$ cat config.mk
export PLATFORM = sky130hd
export DESIGN_NAME = decode_cycle
export DESIGN_NICKNAME = d
export VERILOG_FILES = /design/src/rtl/riscv_pkg.sv /design/src/rtl/control_unit.sv /design/src/rtl/register_file.sv /design/src/rtl/sign_extend.sv /design/src/rtl/decode_cycle.sv
export SDC_FILE = /design/constraint.sdc
export NUM_CORES = 2
export LEC_CHECK = 0
export CAP_MARGIN = 20
export CORE_MARGIN = 3
export CORE_UTILIZATION = 55
export DETAILED_ROUTE_END_ITERATION = 7
export MAX_ROUTING_LAYER = met4
export PLACE_DENSITY_LB_ADDON = 0.15
export SETUP_SLACK_MARGIN = 0.1
export SKIP_LAST_GASP = 1
export SYNTH_ARGS = -nofsm -noshare
export SYNTH_HDL_FRONTEND = slang
export SYNTH_SLANG_ARGS = --single-unit
$ cat constraint.sdc
create_clock -name clk -period 8.7 [get_ports clk]
set_input_delay 2.175 -clock clk [delete_from_list [all_inputs] [get_ports clk]]
set_output_delay 2.175 -clock clk [all_outputs]
set_load 0.03 [all_outputs]
$ cat src/rtl/riscv_pkg.sv
// Shared encodings for the RV32I decode stage: opcodes, ALU operations and
// immediate formats.
package riscv_pkg;

  localparam int XLEN = 32;

  localparam logic [6:0] OP_LOAD   = 7'b0000011;
  localparam logic [6:0] OP_STORE  = 7'b0100011;
  localparam logic [6:0] OP_RTYPE  = 7'b0110011;
  localparam logic [6:0] OP_IALU   = 7'b0010011;
  localparam logic [6:0] OP_BRANCH = 7'b1100011;

  localparam logic [1:0] ALUOP_ADD   = 2'b00;
  localparam logic [1:0] ALUOP_SUB   = 2'b01;
  localparam logic [1:0] ALUOP_FUNCT = 2'b10;

  localparam logic [2:0] ALU_ADD = 3'b000;
  localparam logic [2:0] ALU_SUB = 3'b001;
  localparam logic [2:0] ALU_AND = 3'b010;
  localparam logic [2:0] ALU_OR  = 3'b011;
  localparam logic [2:0] ALU_SLT = 3'b101;

  localparam logic [1:0] IMM_I = 2'b00;
  localparam logic [1:0] IMM_S = 2'b01;
  localparam logic [1:0] IMM_B = 2'b10;

endpackage

$ cat src/rtl/control_unit.sv
// Combinational main decoder and ALU decoder for the supported RV32I subset.
module control_unit
  import riscv_pkg::*;
(
  input  logic [6:0] op,
  input  logic [2:0] funct3,
  input  logic       funct7_5,
  output logic       reg_write,
  output logic [1:0] imm_src,
  output logic       alu_src,
  output logic       mem_write,
  output logic       result_src,
  output logic       branch,
  output logic [2:0] alu_control
);

  logic [1:0] alu_op;

  always_comb begin
    reg_write  = 1'b0;
    imm_src    = IMM_I;
    alu_src    = 1'b0;
    mem_write  = 1'b0;
    result_src = 1'b0;
    branch     = 1'b0;
    alu_op     = ALUOP_ADD;
    case (op)
      OP_LOAD: begin
        reg_write  = 1'b1;
        alu_src    = 1'b1;
        result_src = 1'b1;
      end
      OP_STORE: begin
        imm_src   = IMM_S;
        alu_src   = 1'b1;
        mem_write = 1'b1;
      end
      OP_RTYPE: begin
        reg_write = 1'b1;
        alu_op    = ALUOP_FUNCT;
      end
      OP_IALU: begin
        reg_write = 1'b1;
        alu_src   = 1'b1;
        alu_op    = ALUOP_FUNCT;
      end
      OP_BRANCH: begin
        imm_src = IMM_B;
        branch  = 1'b1;
        alu_op  = ALUOP_SUB;
      end
      default: ;
    endcase
  end

  // funct7[5] selects sub only for register-register ops; addi reuses that bit as immediate.
  always_comb begin
    alu_control = ALU_ADD;
    case (alu_op)
      ALUOP_SUB: alu_control = ALU_SUB;
      ALUOP_FUNCT: begin
        case (funct3)
          3'b000:  alu_control = (op == OP_RTYPE && funct7_5) ? ALU_SUB : ALU_ADD;
          3'b010:  alu_control = ALU_SLT;
          3'b110:  alu_control = ALU_OR;
          3'b111:  alu_control = ALU_AND;
          default: alu_control = ALU_ADD;
        endcase
      end
      default: alu_control = ALU_ADD;
    endcase
  end

endmodule

$ cat src/rtl/register_file.sv
// 32x32 architectural register file, x0 hardwired to zero, write-first read
// bypass so writeback and decode of the same register can share a cycle.
module register_file
  import riscv_pkg::*;
(
  input  logic            clk,
  input  logic            rst,
  input  logic            we,
  input  logic [4:0]      waddr,
  input  logic [XLEN-1:0] wdata,
  input  logic [4:0]      raddr1,
  input  logic [4:0]      raddr2,
  output logic [XLEN-1:0] rdata1,
  output logic [XLEN-1:0] rdata2
);

  logic [XLEN-1:0] mem [32];
  logic            wr_active;

  assign wr_active = we && (waddr != 5'd0);

  always_ff @(posedge clk) begin
    if (rst) begin
      for (int i = 0; i < 32; i++) mem[i] <= '0;
    end else if (wr_active) begin
      mem[waddr] <= wdata;
    end
  end

  assign rdata1 = (raddr1 == 5'd0) ? '0 :
                  (wr_active && waddr == raddr1) ? wdata : mem[raddr1];
  assign rdata2 = (raddr2 == 5'd0) ? '0 :
                  (wr_active && waddr == raddr2) ? wdata : mem[raddr2];

endmodule

$ cat src/rtl/sign_extend.sv
// Builds the sign-extended I/S/B immediate from the instruction fields.
module sign_extend
  import riscv_pkg::*;
(
  input  logic [31:7]     instr,
  input  logic [1:0]      imm_src,
  output logic [XLEN-1:0] imm_ext
);

  always_comb begin
    case (imm_src)
      IMM_S:   imm_ext = {{20{instr[31]}}, instr[31:25], instr[11:7]};
      IMM_B:   imm_ext = {{19{instr[31]}}, instr[31], instr[7], instr[30:25], instr[11:8], 1'b0};
      default: imm_ext = {{20{instr[31]}}, instr[31:20]};
    endcase
  end

endmodule

$ cat src/rtl/decode_cycle.sv
// RV32I decode stage: control decode, register read, immediate extension and
// the ID/EX pipeline register.
module decode_cycle
  import riscv_pkg::*;
(
  input  logic        clk,
  input  logic        rst,
  input  logic [31:0] InstrD,
  input  logic [31:0] PCD,
  input  logic [31:0] PCPlus4D,
  input  logic        RegWriteW,
  input  logic [4:0]  RDW,
  input  logic [31:0] ResultW,
  output logic        RegWriteE,
  output logic        ALUSrcE,
  output logic        MemWriteE,
  output logic        ResultSrcE,
  output logic        BranchE,
  output logic [2:0]  ALUControlE,
  output logic [31:0] RD1_E,
  output logic [31:0] RD2_E,
  output logic [31:0] Imm_Ext_E,
  output logic [4:0]  RD_E,
  output logic [31:0] PCE,
  output logic [31:0] PCPlus4E
);

  logic        reg_write_d, alu_src_d, mem_write_d, result_src_d, branch_d;
  logic [1:0]  imm_src_d;
  logic [2:0]  alu_control_d;
  logic [31:0] rd1_d, rd2_d, imm_ext_d;

  control_unit u_control (
    .op          (InstrD[6:0]),
    .funct3      (InstrD[14:12]),
    .funct7_5    (InstrD[30]),
    .reg_write   (reg_write_d),
    .imm_src     (imm_src_d),
    .alu_src     (alu_src_d),
    .mem_write   (mem_write_d),
    .result_src  (result_src_d),
    .branch      (branch_d),
    .alu_control (alu_control_d)
  );

  register_file u_regs (
    .clk    (clk),
    .rst    (rst),
    .we     (RegWriteW),
    .waddr  (RDW),
    .wdata  (ResultW),
    .raddr1 (InstrD[19:15]),
    .raddr2 (InstrD[24:20]),
    .rdata1 (rd1_d),
    .rdata2 (rd2_d)
  );

  sign_extend u_sext (
    .instr   (InstrD[31:7]),
    .imm_src (imm_src_d),
    .imm_ext (imm_ext_d)
  );

  always_ff @(posedge clk) begin
    if (rst) begin
      RegWriteE   <= 1'b0;
      ALUSrcE     <= 1'b0;
      MemWriteE   <= 1'b0;
      ResultSrcE  <= 1'b0;
      BranchE     <= 1'b0;
      ALUControlE <= '0;
      RD1_E       <= '0;
      RD2_E       <= '0;
      Imm_Ext_E   <= '0;
      RD_E        <= '0;
      PCE         <= '0;
      PCPlus4E    <= '0;
    end else begin
      RegWriteE   <= reg_write_d;
      ALUSrcE     <= alu_src_d;
      MemWriteE   <= mem_write_d;
      ResultSrcE  <= result_src_d;
      BranchE     <= branch_d;
      ALUControlE <= alu_control_d;
      RD1_E       <= rd1_d;
      RD2_E       <= rd2_d;
      Imm_Ext_E   <= imm_ext_d;
      RD_E        <= InstrD[11:7];
      PCE         <= PCD;
      PCPlus4E    <= PCPlus4D;
    end
  end

endmodule

### Word level (Yosys, flattened, before mapping)

Memories as Yosys holds them, arrays and structs flattened. A register that Yosys moved wholly into a read port is not among the register bits.
Cells that the tools add are included.

* memories: 1
* memory bits (read-only): 0
* latch bits: 0
* output and inout port bits: 173
* register bits: 90
* memory bits (writable): 1024

Memory list
* u_regs.mem: words 32, width 32, read ports 2, clocked after Yosys merged registers in 2, write ports 32, line register_file.sv:17 `logic [XLEN-1:0] mem [32];`

* add/subtract/negate cells: 0
* equality and inequality tests: 12
* divide/modulo/power cells: 0
* magnitude comparators: 0
* reduce and logical (&&, ||, !) cells: 12
* bitwise gates (word level): 0
* shift operators: 0
* muxes and demuxes: 19
* multipliers: 0

Operators with widths (number)
* 2-to-1 mux 32 bit: 1
* OR reduction 32 bit: 1
* case mux 12 bit (2 select lines): 1
* equality test 7 x 6 -> 1 bit, second input constant: 2
* 2-to-1 mux 1 bit: 12
* case mux 3 bit (4 select lines): 1
* zero test 5 bit: 2
* case mux 2 bit (2 select lines): 2
* equality test 7 x 2 -> 1 bit, second input constant: 1
* equality test 7 x 5 -> 1 bit, second input constant: 1
* equality test 7 bit, second input constant: 1
* equality test 3 bit, second input constant: 2
* case mux 3 bit (2 select lines): 1
* OR reduction 2 bit: 3
* OR reduction 3 bit: 2
* 2-to-1 mux 5 bit: 1
* nonzero test 5 bit: 1
* equality test 2 x 1 -> 1 bit, second input constant: 2
* equality test 2 bit, second input constant: 2
* equality test 3 x 2 -> 1 bit, second input constant: 1
* zero test 3 bit: 1
* logical AND 1 bit: 2

### Depth between registers and ports, before layout

* depth in word-level cells: 7
* mapped depth: 10

### Cells and area by module

A second synthesis with hierarchy kept.

* cell total of the unflattened synthesis: 4354
* area, all modules: 60852.1 µm²

By module, submodules not included
* register_file: cells an instance 3918, sequential area each 30749.5 µm², area an instance 55723.4 µm², times used 1
* decode_cycle: cells an instance 365, sequential area each 3463.3 µm², area an instance 4640.7 µm², times used 1
* sign_extend: cells an instance 49, sequential area each 0.0 µm², area an instance 322.8 µm², times used 1
* control_unit: cells an instance 22, sequential area each 0.0 µm², area an instance 165.2 µm², times used 1

### Least setup slack after synthesis

OpenSTA, ideal clock, no wires.

* kind: input -> register
* start: input RDW[1]
* end: memory u_regs.mem[3][0] (enable)
* slack: 2737 ps
* stages on the path: 5
* arrival time: 5498 ps
* library setup time: 466 ps
* path buffers: 3
* cell sequence: clkbuf_1 -> nand3_1 -> clkbuf_1 -> clkbuf_1 -> o21ai_0

RTL lines
* start, declared: line decode_cycle.sv:12 `input logic [4:0] RDW,`
* end, declared: line register_file.sv:17

==> impl_metrics.json <==
{
  "status": "finished, final reports clean",
  "cts.sinks": 1178,
  "antenna_found_initial": 16,
  "cts_resized": 0,
  "min-delay-start": "u_regs.mem[7][13]$_SDFFCE_PN0P_",
  "via_per_inst": 6.922,
  "start_util": 0.5584,
  "crit_slowest_cell": "a2111oi_1",
  "synth_ff_type": "edfxtp_1",
  "rsz0062_at_grt": "false",
  "synth_cell_type_count": 53,
  "cp_max_fo": 35,
  "worstPathArrival_ns": 5.82,
  "synth_top_area_cell": "edfxtp_1",
  "htree_num_levels": 4,
  "p_switching_mw": 3.487,
  "synth_edf_count": 1024,
  "area_growth_pct": 15.11,
  "ioPinCount": 309,
  "worstSetupPathDepth": 7,
  "end_kind": "flip-flop",
  "timing.critical_path.buf_inv": 2,
  "worst_pin_slew_ns": 1.206,
  "wire_per_inst_um": 35.03,
  "yosys_warnings": 0,
  "syn_area_um2": 59280,
  "crit_chain": "clkdlybuf4s50_1 -> xnor2_1 -> nand3_1 -> nor4_4 -> buf_4 -> nor3_1 -> a2111oi_1",
  "ant_nets": 0,
  "drc": 0,
  "die_area_um2": 111800,
  "clockRootBuffer": "clkbuf_16",
  "grt_pass1_vias": 38570,
  "cpPeakStageDelay_ns": 1.01,
  "track_usage": 0.3698,
  "cts_tree": "done",
  "num_rows": 119,
  "critPathKind": "in -> reg",
  "grt-ovfl-total": 0,
  "die_width_um": 334.3,
  "cts_hold_buf": 0,
  "seq_power_share": 0.479,
  "finalSetupViolCount": 0,
  "final_util": 0.6428,
  "intPower_mw": 10.38,
  "min_period_ns": 5.276,
  "maxCapViolCount": 0,
  "clk_pin_slew_ns": 0.06,
  "critPathLaunchType": "input pin",
  "r2r-start": "u_regs.mem[31][25]$_SDFFCE_PN0P_",
  "combPwrFrac": 0.124,
  "hold_path_class": "reg -> reg",
  "hpwlAfterDp_um": 120400,
  "cts_made_buffers": 131,
  "placed_cells": 5495,
  "max_slew_margin": 0.1942,
  "clkLatencyLatePin_ns": 0.76,
  "hold_violations": 0,
  "ys_top_cells_by_area": "edfxtp_1, mux4_2, and2_1",
  "hold-path-cell-count": 5,
  "dr.first_iter.drc_count": 6582,
  "drt-total-wl_um": 201200,
  "switching_share": 0.2514,
  "worstPathRequired_ns": 9.24,
  "cts_buffer_depth": 3,
  "setup_tns_ns": 0,
  "power-per-cell-area_nw_per_um2": 203.3,
  "synth_top_area_frac": 0.5187,
  "critPathTopFamily": "buffers and inverters",
  "grt_pass1_wl_um": 284000,
  "post_cts_buffers": 0,
  "layout.nets": 4386,
  "finalCritPeriodShare": 0.6065,
  "max_freq_ghz": 0.1895,
  "grt_max_degree": 109,
  "io_buffers": 308,
  "async_flop_share": 0,
  "synth_seq_cells": 1178,
  "drive_gt1_frac": 0.1833,
  "synth_cells": 4089,
  "final_cells": 5745,
  "reg2reg_depth": 5,
  "ys_seq_area_frac": 0.5707,
  "num_vias": 39770,
  "peakVddDrop_mv": 0.2216,
  "core_area_um2": 106200,
  "dr.pass1.iters": 6,
  "avgSynthCellArea_um2": 14.50,
  "globalplace.congestion": 0.8967,
  "final_max_slew_viol_count": 0,
  "crit_start": "RDW[0]",
  "fin_worst_skew_ns": 0.03888,
  "p_leak_nw": 24.08,
  "dieHeight_um": 334.3,
  "clockPowerShare": 0.397
}
power groups by stage:
stage	clock network [mW]	logic (mW)	registers (mW)
6_report	5.51	1.72	6.65
5_1_grt	5.75	1.77	6.67
4_1_cts	5.53	1.68	6.64
3_5_place_dp	0	1.67	6.75
3_3_place_gp	0	1.65	6.74
2_1_floorplan	0	0.927	6.80
final cells by class:
class	instances	area, um2
timing repair buffer	450	4518
clock inverter	52	479.2
sequential	1178	33830
antenna	5	12.51
inverter	6	22.52
clock buffer	184	3726
fill	7608	37920
tap	1391	1740
multi-input combinational	2479	23910
flip-flops by register name, summed over array words and instances, names as in the netlist:
signal       flops
BranchE          1
RegWriteE        1
PCPlus4E        32
MemWriteE        1
PCE             32
RD_E             5
RD1_E           32
u_regs.mem    1024
ResultSrcE       1
Imm_Ext_E       13
RD2_E           32
ALUSrcE          1
ALUControlE      3
stage by stage:
stage	setup slack (ns)	instance area, um2	total power [mW]	hold slack (ns)
2_1_floorplan	2.737	59400	7.723	0.7690
3_3_place_gp	2.841	63610	8.389	0.8118
3_5_place_dp	2.875	63810	8.423	0.8345
4_1_cts	3.659	68020	13.84	0.8492
5_1_grt	3.484	68230	14.19	0.9176
6_report	3.424	68240	13.87	0.8632
cells in the final DEF, fill, tap and decap left out, types with 5 or more instances in the layout:
master	n
a211o_1	32
a211oi_1	118
a21oi_1	69
a221oi_1	64
a22o_1	46
a22oi_1	72
a32o_1	8
and2_1	964
buf_12	10
buf_16	9
buf_4	122
buf_8	6
bufinv_16	8
clkbuf_1	36
clkbuf_16	140
clkbuf_8	10
clkdlybuf4s50_1	300
clkinv_1	19
clkinv_2	16
conb_1	32
dfxtp_1	154
diode_2	5
edfxtp_1	1024
mux2i_1	286
mux4_2	386
nand2_1	29
nand3b_1	7
nor2_1	13
nor2_2	10
nor2_4	24
nor2b_1	109
nor3_1	34
nor3b_1	6
o21ai_4	31
o21bai_1	32
o221ai_1	31
o22ai_1	31
xnor2_1	8
tightest hold or removal path, stage by stage (launching register included):
cell	delay, ns
edfxtp_1	0.35
mux2i_1	0.08
o22ai_1	0.13
a211oi_1	0.07
nand2_1	0.06
a32o_1	0.15
cells in the mapped netlist (all sizes together) (46+ instances only):
master,instances
edfxtp,1024
and2,965
mux4,386
clkbuf,299
mux2i,286
buf,158
dfxtp,154
a211oi,118
nor2b,111
a22oi,72
a21oi,69
a221oi,64
nor2,47
a22o,46
cell families after synthesis:
group                      Yosys count  share of synthesized area
muxes                              672                     0.1949
adders and majority gates            4                  0.0008443
xor gates and xnor gates            10                   0.001478
buffers and inverters              463                    0.03805
and+or+nand+nor                   1216                     0.1252
other                                1                 0.00006326
DFF                               1178                     0.5707
AOI/OAI and AO/OA                  545                    0.06868
layer usage:
metal,global-route usage,up-vias,wire (um)
met3,0.09787,543,27920
met1,0.4977,20100,74370
li1,-,15920,-
met5,-,-,0
met2,0.5361,3215,89600
met4,0.1566,0,9327
final timing paths:
path	slack (ns)	endpoint
setup / recovery	3.42	RD2_E[30]$_SDFF_PP0_
hold reg to reg	0.86	RD2_E[13]$_SDFF_PP0_
hold / removal	0.86	RD2_E[13]$_SDFF_PP0_
setup reg to reg	6.41	RD2_E[25]$_SDFF_PP0_
Power figures use the tool's default switching activity.
